**config.mk**
```make
export PLATFORM = sky130hd
export DESIGN_NAME = rect_plotter
export DESIGN_NICKNAME = d
export VERILOG_FILES = /design/src/rtl/draw_pkg.sv /design/src/rtl/raster_counter.sv /design/src/rtl/rect_plotter.sv
export SDC_FILE = /design/constraint.sdc
export NUM_CORES = 1
export LEC_CHECK = 0
export CORE_MARGIN = 4
export CORE_UTILIZATION = 55
export CTS_BUF_LIST = sky130_fd_sc_hd__clkbuf_4 sky130_fd_sc_hd__clkbuf_8 sky130_fd_sc_hd__clkbuf_16
export DETAILED_ROUTE_END_ITERATION = 8
export HOLD_SLACK_MARGIN = 0.02
export PLACE_DENSITY = 0.87
export SETUP_SLACK_MARGIN = 0.15
export SLEW_MARGIN = 40
export SYNTH_ARGS = -nofsm -noshare
export SYNTH_HDL_FRONTEND = slang
export SYNTH_SLANG_ARGS = --single-unit
export TNS_END_PERCENT = 30
```
**constraint.sdc**
```tcl
create_clock -name clk -period 5.1 [get_ports clk]
set_clock_uncertainty 0.15 [all_clocks]
set_input_delay 0.765 -clock clk [delete_from_list [all_inputs] [get_ports clk]]
set_output_delay 0.765 -clock clk [all_outputs]
set_load 0.05 [all_outputs]
```
**src/rtl/draw_pkg.sv**
```systemverilog
// Shared types and default geometry for the rectangle plotter.
package draw_pkg;

  typedef enum logic [1:0] {
    IDLE = 2'd0,
    DRAW = 2'd1,
    DONE = 2'd2
  } state_t;

  localparam int DEF_SCREEN_W = 320;
  localparam int DEF_SCREEN_H = 240;
  localparam int DEF_X_W      = 9;
  localparam int DEF_Y_W      = 8;
  localparam int DEF_COL_W    = 3;
  localparam int DEF_SZ_W     = 7;
  localparam int DEF_MAX_W    = 64;
  localparam int DEF_MAX_H    = 64;

endpackage

```
**src/rtl/raster_counter.sv**
```systemverilog
// Column/row walker over a W x H box, row-major, with optional interior skip
// so outline mode jumps straight from column 0 to column W-1.
module raster_counter #(
  parameter int SZ_W = draw_pkg::DEF_SZ_W
) (
  input  logic            clk,
  input  logic            reset_n,
  input  logic            clear,
  input  logic            enable,
  input  logic            skip,
  input  logic [SZ_W-1:0] width,
  input  logic [SZ_W-1:0] height,
  output logic [SZ_W-1:0] col_next,
  output logic [SZ_W-1:0] row_next,
  output logic            last
);

  localparam logic [SZ_W-1:0] ONE = SZ_W'(1);

  logic [SZ_W-1:0] col_reg;
  logic [SZ_W-1:0] row_reg;
  logic [SZ_W-1:0] w_m1;
  logic [SZ_W-1:0] h_m1;
  logic            end_col;
  logic            interior;

  assign w_m1     = width - ONE;
  assign h_m1     = height - ONE;
  assign end_col  = (col_reg == w_m1);
  assign interior = (row_reg != '0) && (row_reg != h_m1);
  assign last     = end_col && (row_reg == h_m1);

  always_comb begin
    col_next = col_reg;
    row_next = row_reg;
    if (enable) begin
      if (end_col) begin
        col_next = '0;
        row_next = row_reg + ONE;
      end else if (skip && interior && (col_reg == '0)) begin
        col_next = w_m1;
      end else begin
        col_next = col_reg + ONE;
      end
    end
  end

  always_ff @(posedge clk or negedge reset_n) begin
    if (!reset_n) begin
      col_reg <= '0;
      row_reg <= '0;
    end else if (clear) begin
      col_reg <= '0;
      row_reg <= '0;
    end else begin
      col_reg <= col_next;
      row_reg <= row_next;
    end
  end

endmodule

```
**src/rtl/rect_plotter.sv**
```systemverilog
// Filled (or, with RECT_OUTLINE_EN defined, optionally outlined) box rasteriser
// emitting one registered pixel per cycle with screen clipping on oPlot.
module rect_plotter
  import draw_pkg::*;
#(
  parameter int X_W      = DEF_X_W,
  parameter int Y_W      = DEF_Y_W,
  parameter int COL_W    = DEF_COL_W,
  parameter int SZ_W     = DEF_SZ_W,
  parameter int MAX_W    = DEF_MAX_W,
  parameter int MAX_H    = DEF_MAX_H,
  parameter int SCREEN_W = DEF_SCREEN_W,
  parameter int SCREEN_H = DEF_SCREEN_H
) (
  input  logic             clk,
  input  logic             reset_n,
  input  logic             iPlotBox,
  input  logic [X_W-1:0]   iStart_X,
  input  logic [Y_W-1:0]   iStart_Y,
  input  logic [SZ_W-1:0]  iWidth,
  input  logic [SZ_W-1:0]  iHeight,
  input  logic [COL_W-1:0] iColour,
  output logic [X_W-1:0]   oX,
  output logic [Y_W-1:0]   oY,
  output logic [COL_W-1:0] oColour,
  output logic             oPlot,
  output logic             oBusy,
  output logic             oDone
`ifdef RECT_OUTLINE_EN
  ,
  input  logic             iOutline
`endif
);

  localparam logic [SZ_W-1:0] MAX_W_L  = SZ_W'(MAX_W);
  localparam logic [SZ_W-1:0] MAX_H_L  = SZ_W'(MAX_H);
  localparam logic [X_W:0]    SCR_W_L  = (X_W+1)'(SCREEN_W);
  localparam logic [Y_W:0]    SCR_H_L  = (Y_W+1)'(SCREEN_H);

  state_t           state_reg, state_next;
  logic [X_W-1:0]   start_x_reg;
  logic [Y_W-1:0]   start_y_reg;
  logic [SZ_W-1:0]  w_reg, h_reg;
  logic             outline_reg;
  logic [X_W-1:0]   ox_reg;
  logic [Y_W-1:0]   oy_reg;
  logic [COL_W-1:0] ocol_reg;
  logic             plot_reg;

  logic             size_zero;
  logic [SZ_W-1:0]  w_clamp, h_clamp;
  logic [SZ_W-1:0]  col_next, row_next;
  logic             last;
  logic [X_W-1:0]   px_x;
  logic [Y_W-1:0]   px_y;

  function automatic logic on_screen(input logic [X_W-1:0] x, input logic [Y_W-1:0] y);
    return ({1'b0, x} < SCR_W_L) && ({1'b0, y} < SCR_H_L);
  endfunction

  assign size_zero = (iWidth == '0) || (iHeight == '0);
  assign w_clamp   = (iWidth  > MAX_W_L) ? MAX_W_L : iWidth;
  assign h_clamp   = (iHeight > MAX_H_L) ? MAX_H_L : iHeight;

  // Coordinates wrap naturally at the register width.
  assign px_x = start_x_reg + X_W'(col_next);
  assign px_y = start_y_reg + Y_W'(row_next);

  raster_counter #(.SZ_W(SZ_W)) u_raster (
    .clk      (clk),
    .reset_n  (reset_n),
    .clear    (state_reg == IDLE),
    .enable   ((state_reg == DRAW) && !last),
    .skip     (outline_reg),
    .width    (w_reg),
    .height   (h_reg),
    .col_next (col_next),
    .row_next (row_next),
    .last     (last)
  );

  always_ff @(posedge clk or negedge reset_n) begin
    if (!reset_n) state_reg <= IDLE;
    else          state_reg <= state_next;
  end

  always_comb begin
    state_next = state_reg;
    case (state_reg)
      IDLE:    if (iPlotBox) state_next = size_zero ? DONE : DRAW;
      DRAW:    if (last) state_next = DONE;
      DONE:    state_next = IDLE;
      default: state_next = IDLE;
    endcase
  end

  always_ff @(posedge clk or negedge reset_n) begin
    if (!reset_n) begin
      start_x_reg <= '0;
      start_y_reg <= '0;
      w_reg       <= '0;
      h_reg       <= '0;
      ox_reg      <= '0;
      oy_reg      <= '0;
      ocol_reg    <= '0;
      plot_reg    <= 1'b0;
    end else begin
      case (state_reg)
        IDLE: begin
          if (iPlotBox) begin
            start_x_reg <= iStart_X;
            start_y_reg <= iStart_Y;
            w_reg       <= w_clamp;
            h_reg       <= h_clamp;
            ox_reg      <= iStart_X;
            oy_reg      <= iStart_Y;
            ocol_reg    <= iColour;
            plot_reg    <= !size_zero && on_screen(iStart_X, iStart_Y);
          end
        end
        DRAW: begin
          if (last) begin
            plot_reg <= 1'b0;
          end else begin
            ox_reg   <= px_x;
            oy_reg   <= px_y;
            plot_reg <= on_screen(px_x, px_y);
          end
        end
        default: plot_reg <= 1'b0;
      endcase
    end
  end

`ifdef RECT_OUTLINE_EN
  always_ff @(posedge clk or negedge reset_n) begin
    if (!reset_n)                          outline_reg <= 1'b0;
    else if ((state_reg == IDLE) && iPlotBox) outline_reg <= iOutline;
  end
`else
  assign outline_reg = 1'b0;
`endif

  assign oX      = ox_reg;
  assign oY      = oy_reg;
  assign oColour = ocol_reg;
  assign oPlot   = plot_reg;
  assign oBusy   = (state_reg != IDLE);
  assign oDone   = (state_reg == DONE);

endmodule
```
# Word-level counts from Yosys, hierarchy flattened
# Index checks and enable logic that the tools add are counted.
# word_totals
in_bits,37
regBits,68
# op_classes
n_lt_le_gt_ge,6
addsub,6
n_eq_ne,7
n_reduce_logical,16
n_mux,21
# op_table
cell,count
$mux 7,8
$lt 9x9->1 const B,2
$mux 9,2
$pmux 9 s2,1
$lt 8x8->1 const B,2
$mux 8,2
$pmux 8 s2,1
$add 7x1->7 const B,2
$eq 7x7->1,2
$gt 7x7->1 const B,2
$logic_not 7->1,2
$sub 7x1->7 const B,2
$add 9x7->9,1
$add 8x7->8,1
$mux 2,3
$ne 2x2->1 const B,3
$logic_and 1x1->1,5
$pmux 2 s2,1
$reduce_and 2->1,2
$reduce_bool 2->1,2
$reduce_and 3->1,1
$eq 2x1->1 const B,1
$eq 2x2->1 const B,1
$logic_not 1->1,2
4 further kinds,5

# Depth between registers and ports, before layout
# Gate-level depths: netlist of the first run.
# depth
ltp_word,11
depth_mapped,20
ltp_nobuf,18

# Hierarchy
# Synthesis of the first run repeated with hierarchy kept, for this count alone.
# hier_totals
cells_unflattened,450
area_unflattened_um2,4396.7
# modules_own_cells
mod,cells_per_inst,area_per_inst_um2,n_inst,seq_area_each_um2
rect_plotter,288,2931.6,1,1351.3
raster_counter,162,1465.2,1,350.3

# Worst setup path after synthesis of the first run
# No wires, ideal clock.
# synth_timing
path_type,register to register
start,register w_reg[0]
end,register plot_reg (netlist: oPlot)
setup_time_ns,0.130
setup_slack_ns,0.802
path_buffers,2
t_arrival_ns,4.017
path_stages_with_launch,21
cell_sequence,dfrtp_1 buf_2 inv_1 ha_1 nor3b_2 xnor2_1 or4_4 a21oi_2 a31oi_2 clkbuf_1 mux2i_1 ha_1 inv_1 fa_1 nor2b_1 o21a_1 o21a_1 o21ai_0 a221o_1 a211oi_1 o21ai_0
# synth_between
elab_chain_cells,11
word_cells_on_any_way,16
classes_between,add/sub: 3; order compare: 2; eq/ne: 1; mux: 6; reduce/logical: 4
# synth_lines
element,line_no,source
start: declaration,rect_plotter.sv:43,"logic [SZ_W-1:0] w_reg, h_reg;"
start signal: assignment,rect_plotter.sv:113,w_reg <= w_clamp;
$sub 7x1->7 (*),raster_counter.sv:27,assign w_m1 = width - ONE;
$eq 7x7->1 (*),raster_counter.sv:29,assign end_col = (col_reg == w_m1);
$logic_and 1x1->1,raster_counter.sv:31,assign last = end_col && (row_reg == h_m1);
$logic_not 1->1,rect_plotter.sv:73,".enable ((state_reg == DRAW) && !last),"
$logic_and 1x1->1,rect_plotter.sv:73,
$mux 7,raster_counter.sv:36,if (enable) begin
$add 9x7->9 or $add 8x7->8 (tied branches),"rect_plotter.sv:66, rect_plotter.sv:67",
$lt 9x9->1 or $lt 8x8->1 (tied branches),rect_plotter.sv:58,"return ({1'b0, x} < SCR_W_L) && ({1'b0, y} < SCR_H_L);"
$logic_and 1x1->1,rect_plotter.sv:58,
$mux 1 (*),rect_plotter.sv:122,if (last) begin
$pmux 1 s2 (*),rect_plotter.sv:108,case (state_reg)
end signal: assignment,rect_plotter.sv:118,"plot_reg <= !size_zero && on_screen(iStart_X, iStart_Y);"
end signal: assignment,rect_plotter.sv:127,"plot_reg <= on_screen(px_x, px_y);"
end: declaration,rect_plotter.sv:48,logic plot_reg;
# Every way passes the cells marked *; elsewhere a longest branch is shown, timed or not.
# A chain may end at the register's enable or synchronous reset.

# Final worst setup path of the first run
# layout_timing
start,register w_reg[1]
end,register ox_reg[7] (netlist: oX[7])
# layout_between
elab_chain_cells,9
word_cells_on_any_way,12
classes_between,add/sub: 2; eq/ne: 2; mux: 4; reduce/logical: 4
# layout_lines
element,line_no,source
$sub 7x1->7 (*),raster_counter.sv:27,
$eq 7x7->1 (*),raster_counter.sv:29,
$logic_and 1x1->1,raster_counter.sv:31,
$logic_not 1->1,rect_plotter.sv:73,
$logic_and 1x1->1,rect_plotter.sv:73,
$mux 7,raster_counter.sv:36,
$add 9x7->9,rect_plotter.sv:66,assign px_x = start_x_reg + X_W'(col_next);
$mux 9,rect_plotter.sv:122,
$pmux 9 s2,rect_plotter.sv:108,
end signal: assignment,rect_plotter.sv:115,ox_reg <= iStart_X;
end signal: assignment,rect_plotter.sv:125,ox_reg <= px_x;
end: declaration,rect_plotter.sv:45,logic [X_W-1:0] ox_reg;
# Every way passes the cells marked *; elsewhere a longest branch is shown, timed or not. The select of a mux whose other input is x is not followed.

==> out/qor.csv, run 1 <==
stage;metric;value;unit
status;status;complete, no violations;
clock_tree;H-tree levels;3;
detailed_routing;met2 WL;5080;µm
critical_path;Worst setup SP type;register;
cells_and_area;Core Util, Final;70.6;%
global_routing;vias in the first global route;3583;
placement;Final Wtd Congestion;0.848;
timing;RSZ-0062 raised after global routing;no;
clock_tree;clock latency on the worst-skew pair;0.36;ns
power;Leak;0.00235;µW
cells_and_area;FF+latch area;1700;µm²
detailed_routing;M1 WL;4690;µm
synth;most common cell in the netlist;dfrtp_1;
timing;part of the cycle the worst path needs;92.4;%
synth;Async SR Flop Fraction;100;%
placement;Post-Place Worst Slack;0.451;ns
floorplanning;Die Wd;96.5;µm
clock_tree;Worst-path clk slew;0.08;ns
cells_and_area;Antenna diodes;0;
synth;Synth area leader;dfrtp_1;
global_routing;pin count of the biggest net entering global routing;58;
synth;Synth warnings;0;
synth;most instantiated cells after synthesis;68 x dfrtp_1, 35 x nand2_1, 26 x o21ai_0, 25 x inv_1;
detailed_routing;via/cell ratio;6.00;
cells_and_area;Nets;558;
clock_tree;clk sink count;68;
synth;largest cells by area after synthesis;dfrtp_1 40%, ha_1 5.5%, mux2_2 5.5%, xnor2_1 4.7%, nand2_1 3.1%;
detailed_routing;Pre-antenna DRT Iters;5;
cells_and_area;# fillers;550;
synth;register area share after synthesis;39.5;%
detailed_routing;top routing layer in use;met4;
synth;synthesized area per cell;9.70;µm²
synth;Synth Net Count;502;
detailed_routing;drt total wl;10700;µm
timing;Fin Hold WS;0.210;ns
timing;Worst Tran Pin Value;0.729;ns
detailed_routing;Remaining DRCs;0;
run;max cap viols;0;
synth;Syn Inst Count;444;
detailed_routing;Routed Antenna Nets;0;
synth;top cell type's share of synthesized area;39.5;%
timing;# setup viols final;0;
global_routing;gr ovfl total;0;
floorplanning;die area;9310;µm²
synth;EDFF count, synth;0;
power;pwr dens;663;nW/µm²
placement;HPWL after detailed placement;7210;µm
synth;Netlist cell types;59;
critical_path;slowest stage delay, CP;0.57;ns
floorplanning;Initial Util;57.8;%
critical_path;Critical Path RT;5.19;ns
critical_path;delay-heaviest family, CP;compound AO/OA/AOI/OAI gates;
timing;Final WS setup;0.385;ns
clock_tree;clk buf depth;2;
clock_tree;CTS tree;done;
global_routing;first-pass GRT wire length;17200;µm
synth;number of synthesized register bits;68;
floorplanning;I/O Pins;60;
synth;ys flop type;dfrtp_1;
power;worst vdd ir;0.000395;V
critical_path;critical-path cell list;inv_1 > ha_1 > nor3b_2 > xnor2_1 > or4_4 > a21oi_2 > a31oi_4 > o21a_1 > inv_1 > ha_1 > a21o_1 > a21oi_1 > o21bai_1 > a2111oi_0 > nor3_1 > xor2_1 > a221o_1;
critical_path;crit-path max FO;8;
detailed_routing;Starting DRT DRC Count;237;
timing;Period minus WS final;4.71;ns
floorplanning;overall die height;96.5;µm
global_routing;Global Route Usage Sum;24.1;%
global_routing;initial antenna violation count;0;
critical_path;Setup CP Type;register to register;
clock_tree;CTS Buf Count;9;
cells_and_area;layout cells sized above 1;11.1;%
clock_tree;Hold Buf Count CTS;0;
detailed_routing;met3 WL;662;µm
detailed_routing;DR vias;3625;
placement;port bufs;59;
timing;final hold vios;0;
cells_and_area;area grow syn2layout;22.2;%
hold_path;worst min-delay path category;primary input to asynchronous set/reset pin;
timing;f_max;212;MHz
timing;Slew HR;51.4;%
critical_path;CP max-delay cell;a2111oi_0;
critical_path;Crit path arrival time;4.81;ns
floorplanning;Cell Rows;31;
timing;setup TNS;0;ns
timing;fin. max-slew vios;0;
floorplanning;core area;7450;µm²
detailed_routing;Wirelength per Cell;17.6;µm
cells_and_area;footprint of the multi-input gates;2440;µm²
clock_tree;root buf cell;clkbuf_8;
synth;Cell Area, Synth;4310;µm²
critical_path;CP Capture Type;register;
critical_path;Crit path buffers/inverters;2;
[final timing paths]
check                           slack, ns            startpoint  cells after the start                         end
min in group clk                     0.35     oX[2]$_DFFE_PN0P_                      1           oX[2]$_DFFE_PN0P_
worst max-delay path                 0.39  w_reg[1]$_DFFE_PN0P_                     17           oX[7]$_DFFE_PN0P_
worst max register to register       0.39  w_reg[1]$_DFFE_PN0P_                     17           oX[7]$_DFFE_PN0P_
worst min-delay path                 0.21               reset_n                      1        h_reg[3]$_DFFE_PN0P_
worst min register to register       0.35     oX[2]$_DFFE_PN0P_                      1           oX[2]$_DFFE_PN0P_
max in group asynchronous            3.80               reset_n                      2  start_y_reg[5]$_DFFE_PN0P_
[layer usage]
| layer | vias up | track usage (%) |
|---|---|---|
| met1 | 1733 | 31.4 |
| met4 | 0 | 10.9 |
| li1 | 1705 | - |
| met2 | 166 | 39.8 |
| met5 | - | 0 |
| met3 | 21 | 3.56 |
[cell type report]
| class | count | share of cell area (%) |
|---|---|---|
| Multi-Input combinational cell | 331 | 46.4 |
| Sequential cell | 68 | 32.4 |
| Timing Repair Buffer | 65 | 12.0 |
| Clock inverter | 6 | 2.59 |
| Clock buffer | 10 | 2.50 |
| Tap cell | 99 | 2.35 |
| Inverter | 25 | 1.78 |
[cells in the final DEF (no fill, tap or decap), types with 3 or more instances in the layout]
cell type,count
dfrtp_1,67
clkdlybuf4s50_1,58
nand2_1,34
o21ai_0,26
inv_1,25
nor2_1,23
xnor2_1,23
nand2b_1,21
mux2_2,21
a21oi_1,19
ha_1,19
xor2_1,15
nor3_1,12
a221oi_1,10
clkbuf_8,9
nand3_1,8
a21o_1,7
mux2i_1,7
buf_4,7
mux2_1,6
nor4_1,5
o21bai_1,5
nor2b_1,4
nand4_1,4
a211oi_1,4
or4_1,4
o21a_1,4
bufinv_16,4
and3_1,3
o21ai_1,3
a31oi_1,3
and4_1,3
o31ai_1,3
[kinds of logic (layout without fill, tap and decap cells)]
| kind of cell | Yosys count | in the layout | synth area share, % |
|---|---|---|---|
| simple gates | 136 | 136 | 16.9 |
| compound gates | 101 | 101 | 16.1 |
| flops | 68 | 68 | 39.5 |
| buf+inv | 45 | 106 | 4.18 |
| xor+xnor | 39 | 39 | 8.11 |
| mux | 34 | 34 | 8.69 |
| fa+ha+maj | 21 | 21 | 6.45 |
[per-stage QoR]
step | instance area, µm² | power, µW | instances
after CTS | 5230 | 3470 | 601
final | 5260 | 3490 | 604
after floorplan | 4310 | 2330 | 444
after detailed placement | 4960 | 2830 | 585
after global routing | 5260 | 3710 | 604
after global placement | 4950 | 2760 | 585
[where the power goes]
group          internal [µW]  switching [µW]  leakage, µW
combinational            777            1090      0.00137
sequential               775             238     0.000844
clock                    381             226     0.000130
total                   1930            1550      0.00235
[what timing repair did]
item,4_1_cts,5_1_grt
buffers inserted,0,3
endpoints found under the setup margin,0,5
gates resized for setup,0,2
Note: power is estimated with default switching activity, not from simulation.
==> run 2, diff against run 1 <==
--- a/config.mk
+++ b/config.mk
@@ -12,6 +12,7 @@
 export HOLD_SLACK_MARGIN = 0.02
 export PLACE_DENSITY = 0.87
 export SETUP_SLACK_MARGIN = 0.15
+export SKIP_CTS_REPAIR_TIMING = 1
 export SLEW_MARGIN = 40
 export SYNTH_ARGS = -nofsm -noshare
 export SYNTH_HDL_FRONTEND = slang
==> results of run 2 <==
Same layout as run 1: the final DEF is identical, and so are final timing and power.
==> run 3, diff against run 2 <==
--- a/config.mk
+++ b/config.mk
@@ -6,15 +6,15 @@
 export NUM_CORES = 1
 export LEC_CHECK = 0
 export CORE_MARGIN = 4
-export CORE_UTILIZATION = 55
+export CORE_UTILIZATION = 56
 export CTS_BUF_LIST = sky130_fd_sc_hd__clkbuf_4 sky130_fd_sc_hd__clkbuf_8 sky130_fd_sc_hd__clkbuf_16
 export DETAILED_ROUTE_END_ITERATION = 8
-export HOLD_SLACK_MARGIN = 0.02
-export PLACE_DENSITY = 0.87
+export PLACE_DENSITY = 0.88
 export SETUP_SLACK_MARGIN = 0.15
 export SKIP_CTS_REPAIR_TIMING = 1
 export SLEW_MARGIN = 40
 export SYNTH_ARGS = -nofsm -noshare
 export SYNTH_HDL_FRONTEND = slang
+export SYNTH_HIERARCHICAL = 1
 export SYNTH_SLANG_ARGS = --single-unit
 export TNS_END_PERCENT = 30
==> run 3 against run 2 <==
  * Combinational power grew 12%
  * Synthesized cell count grew 1.4%
  * Setup slack lost 0.052 ns
  * Largest power group unchanged
  * Die area grew 0.27%
  * Routed wire length grew 3.4%
  * Worst hold slack gained 0.10 ns
  * Cell area grew 3.8%
  * Core utilization grew 0.36 points
  * Global-route usage shrank 0.47 points
  * Clock power grew 7.7%
  * Largest cell class unchanged
  * Final cell count grew 2.5%
==> out/qor.csv, run 3 <==
stage;metric;value;unit
detailed_routing;Starting DRT DRC Count;275;
power;worst vdd ir;0.000591;V
clock_tree;clk buf depth;2;
critical_path;worst reg2reg endpoint;oPlot$_DFFE_PN0P_;
critical_path;Critical Path RT;5.24;ns
synth;Netlist cell types;70;
global_routing;gr ovfl total;0;
floorplanning;die area;9330;µm²
detailed_routing;DR vias;3793;
global_routing;vias in the first global route;3861;
cells_and_area;layout cells sized above 1;15.7;%
synth;top cell type's share of synthesized area;38.7;%
synth;register area share after synthesis;38.7;%
floorplanning;I/O Pins;60;
timing;Fin Hold WS;0.312;ns
global_routing;met3 Resource Use GR;4.83;%
synth;most common cell in the netlist;dfrtp_1;
global_routing;grt met1 use;31.8;%
clock_tree;H-tree levels;3;
critical_path;R2R depth;19;
clock_tree;root buf cell;clkbuf_8;
power;Leak;0.00236;µW
detailed_routing;drt total wl;11000;µm
synth;Synth Area in XOR/XNOR;7.91;%
synth;Synth Area in Adders;6.60;%
detailed_routing;Routed Antenna Nets;0;
detailed_routing;Pre-antenna DRT Iters;5;
timing;RSZ-0062 raised after global routing;no;
hold_path;worst min-delay path category;primary input to asynchronous set/reset pin;
clock_tree;Worst-path clk slew;0.07;ns
timing;Period minus WS final;4.77;ns
clock_tree;CTS Buf Count;9;
global_routing;Global Route Usage Sum;23.6;%
cells_and_area;most common cell after layout, fill and taps aside;dfrtp_1;
floorplanning;core area;7690;µm²
clock_tree;CTS tree;done;
global_routing;initial antenna violation count;0;
critical_path;CP Capture Type;register;
synth;Async SR Flop Fraction;100;%
synth;Synth Area in Compound Gates;17.1;%
critical_path;Crit Reg-Reg Startpoint;h_reg[2]$_DFFE_PN0P_;
placement;Post-Place Worst Slack;0.121;ns
cells_and_area;Core Util, Final;71.0;%
timing;Slew HR;52.3;%
critical_path;Crit path arrival time;4.91;ns
cells_and_area;most frequent cells in the layout;65 x dfrtp_1, 58 x clkdlybuf4s50_1, 42 x nand2_1, 38 x o21ai_0;
floorplanning;Cell Rows;32;
synth;Cell Area, Synth;4400;µm²
detailed_routing;via/cell ratio;6.13;
synth;largest cells by area after synthesis;dfrtp_1 39%, mux2_2 5.9%, ha_1 5.7%, xnor2_1 4.6%, o21ai_0 4.3%;
floorplanning;Initial Util;57.2;%
synth;Synth warnings;6;
synth;synthesized area per cell;9.77;µm²
synth;Synth Net Count;509;
critical_path;critical-path cell list;or3_4 > o31a_1 > o211a_1 > o221ai_4 > and2b_2 > or2_4 > inv_6 > nand2b_4 > a21o_1 > a22oi_2 > ha_2 > fa_2 > a211o_1 > o211ai_2 > a21oi_2 > and2_4 > o22ai_2 > a221oi_2 > a221o_1;
cells_and_area;Nets;571;
synth;number of synthesized register bits;68;
synth;largest family of logic cells by synthesized area;simple AND/OR/NAND/NOR gates;
synth;simple-gate portion of the synthesized area;17.8;%
timing;# setup viols final;0;
global_routing;met2 GRT Util;37.6;%
critical_path;CP max-delay cell;dfrtp_2;
floorplanning;overall die height;96.6;µm
critical_path;Worst setup SP type;register;
synth;most instantiated cells after synthesis;68 x dfrtp_1, 42 x nand2_1, 38 x o21ai_0, 23 x mux2_2, 23 x xnor2_1;
critical_path;crit-path max FO;11;
critical_path;slowest stage delay, CP;0.46;ns
timing;Worst Tran Pin Value;0.715;ns
clock_tree;clock latency on the worst-skew pair;0.35;ns
floorplanning;Die Wd;96.6;µm
detailed_routing;Remaining DRCs;0;
timing;f_max;210;MHz
cells_and_area;area grow syn2layout;24.2;%
critical_path;R2R Setup Slk;0.33;ns
critical_path;Setup CP Type;register to register;
status;status;complete, no violations;
cells_and_area;# fillers;514;
detailed_routing;Wirelength per Cell;17.8;µm
synth;ys flop type;dfrtp_1;
global_routing;pin count of the biggest net entering global routing;39;
global_routing;gr busiest metal;met2;
timing;fin. max-slew vios;0;
timing;part of the cycle the worst path needs;93.5;%
power;pwr dens;686;nW/µm²
clock_tree;clk sink count;68;
synth;EDFF count, synth;0;
placement;Final Wtd Congestion;0.913;
timing;Final WS setup;0.333;ns
placement;port bufs;59;
synth;Synth area leader;dfrtp_1;
timing;setup TNS;0;ns
timing;final hold vios;0;
synth;Syn Inst Count;450;
cells_and_area;Antenna diodes;0;
global_routing;first-pass GRT wire length;18300;µm
placement;HPWL after detailed placement;7600;µm
synth;mux cell area share after synthesis;7.48;%
run;max cap viols;0;
critical_path;Crit. Startpoint;h_reg[2]$_DFFE_PN0P_;
-- run 3: worst max-delay path by stage --
| stage | depth (start not counted) | to |
|---|---|---|
| global placement | 18 | oPlot$_DFFE_PN0P_ |
| CTS | 21 | oPlot$_DFFE_PN0P_ |
| detailed placement | 21 | oPlot$_DFFE_PN0P_ |
| global route | 19 | oPlot$_DFFE_PN0P_ |
| finish | 19 | oPlot$_DFFE_PN0P_ |
| floorplan | 20 | oPlot$_DFFE_PN0P_ |
-- run 3: worst max-delay path: cells and delay by family, from the launching register on --
family / cells / cell delay, ns
compound gates: 11 / 2.25
fa+ha+maj: 2 / 0.46
buf+inv: 1 / 0.12
flops: 1 / 0.46
simple gates: 5 / 1.26
-- run 3: cells by family (layout without fill, tap and decap cells) --
group / Yosys count / in the layout
buffers and inverters: 41 / 108
other: 1 / 1
multiplexers: 30 / 30
XOR/XNOR: 35 / 35
adder cells (fa/ha/maj): 22 / 22
AO/OA/AOI/OAI: 110 / 110
AND/OR/NAND/NOR: 143 / 143
flip-flops: 68 / 68
-- run 3: report_power, final --
part | internal, µW | switching (µW) | total, µW
clock | 438 | 216 | 654
sequential | 772 | 226 | 998
combinational | 863 | 1230 | 2090
total | 2070 | 1670 | 3740
-- run 3: routing by layer --
layer / up-vias / wire, µm / part of all wire [%]
li1: 1732 / - / -
met4: 0 / 233 / 2.1
met2: 195 / 5130 / 47
met1: 1841 / 4890 / 44
met3: 25 / 764 / 6.9
met5: - / 0 / 0
-- run 3: final cells by class --
cell class / instances / area [µm²] / share of cell area, %
flip-flops and latches: 68 / 1710 / 31.2
clock buffers: 10 / 138 / 2.52
well taps: 102 / 128 / 2.34
repair buffers: 69 / 661 / 12.1
clock inverters: 6 / 159 / 2.91
inverters: 23 / 91.3 / 1.67
multi-input cells: 341 / 2580 / 47.2
-- run 3: metrics by stage --
step           total power (µW)  std cells  area, µm²
5_1_grt                    3970        619       5460
3_5_place_dp               2930        600       5060
6_report                   3740        619       5460
3_3_place_gp               2860        600       5060
4_1_cts                    3620        616       5360
2_1_floorplan              2410        450       4400
